==> src/rtl/truth_table_sweeper_pkg.sv <==
// ============================================================================
// Module   : truth_table_sweeper_pkg
// Brief    : Shared state encoding and default sizing for the truth-table sweeper.
// Revision : 1.0 - initial release
// ============================================================================
`default_nettype none

package truth_table_sweeper_pkg;

    localparam logic [1:0] ST_IDLE   = 2'd0;
    localparam logic [1:0] ST_DRIVE  = 2'd1;
    localparam logic [1:0] ST_SAMPLE = 2'd2;
    localparam logic [1:0] ST_DONE   = 2'd3;

    localparam int DEFAULT_N_IN          = 4;
    localparam int DEFAULT_SETTLE_CYCLES = 1;
    localparam int TABLE_W               = 2 ** DEFAULT_N_IN;

endpackage

`default_nettype wire

==> src/rtl/truth_table_sweeper_sweep_counter.sv <==
// ============================================================================
// Module   : sweep_counter
// Brief    : Vector index counter with clear, increment and terminal-count flag.
// Revision : 1.0 - initial release
// ============================================================================
`default_nettype none

module sweep_counter #(
    parameter int W = 4
) (
    input  logic         clk,
    input  logic         rst,
    input  logic         clr,
    input  logic         inc,
    output logic [W-1:0] idx,
    output logic         last
);

    localparam logic [W-1:0] c_one  = {{(W-1){1'b0}}, 1'b1};
    localparam logic [W-1:0] c_term = {W{1'b1}};

    logic [W-1:0] r_idx;

    // Clear has priority so the index can never wrap past the last vector.
    always_ff @(posedge clk or posedge rst) begin
        if (rst) begin
            r_idx <= '0;
        end else if (clr) begin
            r_idx <= '0;
        end else if (inc) begin
            r_idx <= r_idx + c_one;
        end
    end

    assign idx  = r_idx;
    assign last = (r_idx == c_term);

endmodule

`default_nettype wire

==> src/rtl/truth_table_sweeper.sv <==
// ============================================================================
// Module   : truth_table_sweeper
// Brief    : Sweeps every input vector of a function block, captures its truth
//            table and compares it against a golden table.
// Revision : 1.0 - initial release
// ============================================================================
`default_nettype none

module truth_table_sweeper
    import truth_table_sweeper_pkg::*;
#(
    parameter int N_IN          = DEFAULT_N_IN,
    parameter int SETTLE_CYCLES = DEFAULT_SETTLE_CYCLES
) (
    input  logic                 clk,
    input  logic                 rst,
    input  logic                 start,
    input  logic [2**N_IN-1:0]   expected,
    input  logic                 f_in,
    output logic [N_IN-1:0]      vec,
    output logic                 en,
    output logic                 busy,
    output logic                 done,
    output logic [2**N_IN-1:0]   table_out,
    output logic                 pass,
    output logic [N_IN:0]        mismatch_cnt,
    output logic [N_IN-1:0]      first_mismatch
);

    localparam int         c_table_w     = 2 ** N_IN;
    localparam logic [3:0] c_settle_last = 4'(SETTLE_CYCLES - 1);
    localparam logic [3:0] c_settle_one  = 4'd1;

    logic [1:0]           r_state;
    logic [1:0]           w_state_next;
    logic [3:0]           r_settle;
    logic [c_table_w-1:0] r_exp;
    logic [c_table_w-1:0] r_table;
    logic                 r_active;
    logic                 r_done;
    logic                 r_pass;
    logic [N_IN:0]        r_cnt;
    logic [N_IN-1:0]      r_first;

    logic                 w_accept;
    logic                 w_sample;
    logic                 w_settle_hit;
    logic                 w_miss;
    logic [N_IN:0]        w_cnt_next;
    logic [N_IN-1:0]      w_idx;
    logic                 w_last;
    logic                 w_idx_clr;
    logic                 w_idx_inc;

    assign w_accept     = (r_state == ST_IDLE) && start;
    assign w_sample     = (r_state == ST_SAMPLE);
    assign w_settle_hit = (r_settle == c_settle_last);
    assign w_miss       = w_sample && (f_in != r_exp[w_idx]);
    assign w_cnt_next   = r_cnt + {{N_IN{1'b0}}, w_miss};

    // Clearing the index after the last sample keeps it at zero through
    // DONE and IDLE, so the counter output can drive vec directly.
    assign w_idx_clr = w_accept || (w_sample && w_last);
    assign w_idx_inc = w_sample && !w_last;

    sweep_counter #(
        .W    (N_IN)
    ) u_counter (
        .clk  (clk),
        .rst  (rst),
        .clr  (w_idx_clr),
        .inc  (w_idx_inc),
        .idx  (w_idx),
        .last (w_last)
    );

    always_comb begin
        w_state_next = r_state;
        case (r_state)
            ST_IDLE:   if (start) w_state_next = ST_DRIVE;
            ST_DRIVE:  if (w_settle_hit) w_state_next = ST_SAMPLE;
            ST_SAMPLE: w_state_next = w_last ? ST_DONE : ST_DRIVE;
            ST_DONE:   w_state_next = ST_IDLE;
            default:   w_state_next = ST_IDLE;
        endcase
    end

    always_ff @(posedge clk or posedge rst) begin
        if (rst) begin
            r_state  <= ST_IDLE;
            r_settle <= '0;
            r_exp    <= '0;
            r_table  <= '0;
            r_active <= 1'b0;
            r_done   <= 1'b0;
            r_pass   <= 1'b0;
            r_cnt    <= '0;
            r_first  <= '0;
        end else begin
            r_state  <= w_state_next;
            r_active <= (w_state_next == ST_DRIVE) || (w_state_next == ST_SAMPLE);
            r_done   <= (w_state_next == ST_DONE);

            if (r_state == ST_DRIVE) begin
                r_settle <= w_settle_hit ? 4'd0 : (r_settle + c_settle_one);
            end

            if (w_accept) begin
                r_exp    <= expected;
                r_table  <= '0;
                r_cnt    <= '0;
                r_first  <= '0;
                r_pass   <= 1'b0;
                r_settle <= '0;
            end

            if (w_sample) begin
                r_table[w_idx] <= f_in;
                r_cnt          <= w_cnt_next;
                if (w_miss && (r_cnt == '0)) begin
                    r_first <= w_idx;
                end
                // Pass must include the verdict of the final vector.
                if (w_last) begin
                    r_pass <= (w_cnt_next == '0);
                end
            end
        end
    end

    assign vec            = w_idx;
    assign en             = r_active;
    assign busy           = r_active;
    assign done           = r_done;
    assign table_out      = r_table;
    assign pass           = r_pass;
    assign mismatch_cnt   = r_cnt;
    assign first_mismatch = r_first;

endmodule

`default_nettype wire

==> config.mk <==
export PLATFORM = sky130hd
export DESIGN_NAME = truth_table_sweeper
export DESIGN_NICKNAME = d
export VERILOG_FILES = /design/src/rtl/truth_table_sweeper_pkg.sv /design/src/rtl/truth_table_sweeper_sweep_counter.sv /design/src/rtl/truth_table_sweeper.sv
export SDC_FILE = /design/constraint.sdc
export NUM_CORES = 1
export LEC_CHECK = 0
export ABC_AREA = 1
export BUFFER_PORTS_ARGS = -buffer_cell sky130_fd_sc_hd__buf_4
export CAP_MARGIN = 10
export CORE_MARGIN = 10
export CORE_UTILIZATION = 40
export DETAILED_ROUTE_END_ITERATION = 8
export GPL_TIMING_DRIVEN = 0
export RECOVER_POWER = 50
export REMOVE_ABC_BUFFERS = 1
export SLEW_MARGIN = 10
export SYNTH_ARGS = -nofsm -noshare
export SYNTH_HDL_FRONTEND = slang
export SYNTH_SLANG_ARGS = --single-unit
==> constraint.sdc <==
create_clock -name clk -period 2 [get_ports clk]
set_input_delay 0.1 -clock clk [delete_from_list [all_inputs] [get_ports clk]]
set_output_delay 0.1 -clock clk [all_outputs]
set_load 0.02 [all_outputs]
==> metrics.md <==
| Metric | Value |
|---|---|
| Critical path's largest stage delay | 0.49 ns |
| Largest net degree at the start of global routing | 39 |
| Leakage power | approximately 1.6 nW |
| Most used cell, CP | nand2_2 |
| Status | finished with violations |
| Fin crit share | 115.2% |
| Vias per cell | 4.942 |
| Count of final max-slew check failures | 0 |
| Vias in the first global route | about 2200 |
| PD cells | 1242 nW/µm² |
| Post-Synthesis Cells | 313 |
| Crit end category | register |
| Least-Margin Pin Slew | around 0.8 ns |
| Commonest non-fill, non-tap cell in the layout | nand2_1 |
| Pre-CTS setup slack | -0.7156 ns |
| Worst path required time | roughly 2.2 ns |
| Clk Tree Root Cell | clkbuf_8 |
| Worst path cell trace | clkbuf_16, nand2_2, nand3_2, nand2_2, nand2_1, nand2_2, nor2_4, nand2_2, a21oi_2, ha_2, ha_4, xnor2_2, nand3_1, o41ai_2 |
| Setup ws final | -0.3049 ns |
| MaxCap Viol Count | 0 |
| Core region area | 6422 µm² |
| IO Port Bufs | 52 |
| Netlist area before placement | ~2700 µm² |
| Dominant cells by area after synthesis | dfrtp_1, nand2_1, inv_1, o21ai_1, a21oi_1 |
| Clk_lat worst skew | 0.30 ns |
| YS warnings | 0 |
| Crit-path max FO | 4 |
| Post-synth top area share | 50.40% |
| Vias | 2234 |
| Synth-to-Final Area Change | 26.36% |
| Initial antenna violation count | 0 |
| Post-Route WL | 6.375 mm |
| Setup-failing EPs final | 4 |
| RePlAce Congestion | ~0.85 |
| WP data arrival | 2.51 ns |
| Layout cells sized above 1 | 25.87% |
| Reg2reg setup slack | -0.30 ns |
| Startpoint Class | register |
| FF-to-FF path depth | 14 |
| Sink of the worst hold path | r_exp[11]$_DFFE_PP0P_ |
| First-pass GRT wire length | 10.61 mm |
| First-pass DRT Iterations | 5 |
| Met3 wire len | between 300 and 400 µm |
| FP Rows | 29 |
| Avg Synthesized Cell Area | between 8 and 9 µm² |
| Type of the worst setup path | reg -> reg |
| Highest Signal Layer | met4 |
| ANT nets after route | 0 |
| Initial Utilization | a little over two fifths |
| Seq/Total Area, Yosys | 50.40% |
| TritonCTS clock tree | done |
| Seq cells post-synth | 54 |
| Most frequent cells in the layout | nand2_1, dfrtp_1, inv_1, buf_4, o21ai_1 |
| I/O pin count | 53 |
| Met2 WL post-DR | 2.944 mm |
| Dpl hpwl | 4.534 mm |
| Clock-pin slew on the worst setup and hold paths | 0.09 ns |
| Clock sinks | 54 |
| DR DRC count | 0 |
| Die W | 101.9 µm |
| Yosys top cell by area | dfrtp_1 |
| Combinational power share | roughly 49% |
| VDD IR-drop max | ~0.79 mV |
| WHS | 0.004074 ns |
| Buf/Inv on CP | 1 |
| Pint | 0.002365 W |
| Total gr overflow | 0 |
| Hold Violations, Final | 0 |
| Sequential power share | 37.0% |
| Worst path slowest cell | dfrtp_2 |
| Sw Pwr | 0.001844 W |
| H-tree levels | 2 |
| CTS max path bufs | 2 |
| Netlist cell types | 29 |
| Die ar. | ~10000 µm² |
| N_diodes | 0 |
| Drt wl/cell | 14.10 µm |
| Inserted Clock Buffers | 5 |
| Total GRT Usage | 12.61% |
| Clock network fraction of design power | 13.9% |
| Slew headroom | 45.78% |
| Chip height | 101.9 µm |
| DRT iter0 DRCs | between 90 and 100 |
| Clk_skew | 0.006921 ns |
| Failing checks | negative setup slack |
| Hold depth | 3 |
| Fin crit period | 2.305 ns |
| RSZ-0062 raised after global routing | yes |
| F_max | 433.9 MHz |
| Crit Reg-Reg Endpoint | pass$_DFF_PP0_ |
| Worst min path class | in -> reg |
| Sw frac | 43.81% |
| Final net count | 404 |
| R2r startpoint | u_counter.idx[0]$_DFFE_PP0P_ |
| Hold Startpoint | expected[11] |
| Met1 WL | 2.988 mm |
| Delay-heaviest family, CP | simple AND/OR/NAND/NOR gates |
-- state kept, by name (all words and copies together) (netlist names) --
| name | flops |
|---|---|
| pass | 1 |
| first_mismatch | 4 |
| table_out | 16 |
| mismatch_cnt | 5 |
| u_counter.idx | 4 |
| r_settle | 4 |
| r_state | 2 |
| r_exp | 16 |
| busy | 1 |
| done | 1 |
-- synth_stat cells (all sizes together) --
cell / instances
nor2: 24
ha: 9
dfrtp: 54
clkbuf: 1
nand2: 70
nand3: 24
nand4: 4
o22ai: 5
inv: 49
xor2: 4
o31ai: 1
o21ai: 30
nor3: 2
o41ai: 1
xnor2: 2
a21oi: 24
buf: 9
-- layout make-up --
| cell class | instances | area (µm²) |
|---|---|---|
| Timing Repair Buffer | 65 | 445.4 |
| Tap cell | 77 | 96.34 |
| Inverter | 49 | 196.4 |
| Fill cell | 629 | 3034 |
| Clock buffer | 7 | 76.32 |
| Sequential cell | 54 | 1355 |
| Multi-Input combinational cell | 200 | 1219 |
-- worst max-delay path by stage --
stage | cells after the start | slack (ns) | start | to
final | 14 | -0.30 | u_counter.idx[0]$_DFFE_PP0P_ | pass$_DFF_PP0_
after CTS | 14 | -0.30 | u_counter.idx[0]$_DFFE_PP0P_ | pass$_DFF_PP0_
after global placement | 13 | -0.69 | u_counter.idx[0]$_DFFE_PP0P_ | pass$_DFF_PP0_
after detailed placement | 13 | -0.72 | u_counter.idx[0]$_DFFE_PP0P_ | pass$_DFF_PP0_
after global routing | 14 | -0.41 | u_counter.idx[0]$_DFFE_PP0P_ | pass$_DFF_PP0_
after floorplan | 14 | -0.34 | u_counter.idx[0]$_DFFE_PP0P_ | pass$_DFF_PP0_
-- power by group through the flow --
stage               Clock, W  Sequential, W  Combinational, W
floorplan                  0        0.00169           0.00108
global placement           0        0.00159           0.00170
detailed placement         0        0.00159           0.00172
CTS                 0.000603        0.00156           0.00208
global route        0.000642        0.00159           0.00231
finish              0.000584        0.00156           0.00207
-- cells by family (layout without fill, tap and decap cells) --
kind of cell / Yosys count / after routing / share of synthesized area, %
adder cells (fa/ha/maj): 9 / 9 / 4.200
XOR/XNOR: 6 / 6 / 1.960
AO/OA/AOI/OAI: 61 / 61 / 12.27
buffers and inverters: 59 / 121 / 8.959
flip-flops: 54 / 54 / 50.40
AND/OR/NAND/NOR: 124 / 124 / 22.21
-- worst register-to-register path: stages (launching register included) --
cell and delay (ns):
dfrtp_2 0.49, clkbuf_16 0.19, nand2_2 0.06, nand3_2 0.07, nand2_2 0.05, nand2_1 0.06
nand2_2 0.08, nor2_4 0.09, nand2_2 0.08, a21oi_2 0.16, ha_2 0.23, ha_4 0.15
xnor2_2 0.12, nand3_1 0.12, o41ai_2 0.28
-- metrics by stage --
step	utilization [%]	TNS (ns)	total power (W)	instances	instance area, µm²
floorplan	-	-0.7582	0.002770	303	2625
global placement	48.45	-13.39	0.003288	432	3112
detailed placement	48.76	-3.068	0.003319	433	3132
CTS	53.40	-0.6756	0.004243	451	3430
global route	52.76	-2.583	0.004543	452	3388
finish	52.76	-0.6674	0.004208	452	3388
-- metal layers --
metal / global-route usage [%] / vias up
met4: 3.905 / 0
li1: - / 1132
met1: 15.91 / 1047
met5: 0 / -
met3: 3.914 / 7
met2: 20.28 / 48
-- what timing repair did --
action                     CTS  global route
buffers inserted             6             0
setup endpoints to repair   11             8
gates resized for setup     27            16
cloned                       1             0
pin swaps                    6             3
hold buffers                 4             1
hold endpoints to repair    21             1
Power figures use the tool's default switching activity.
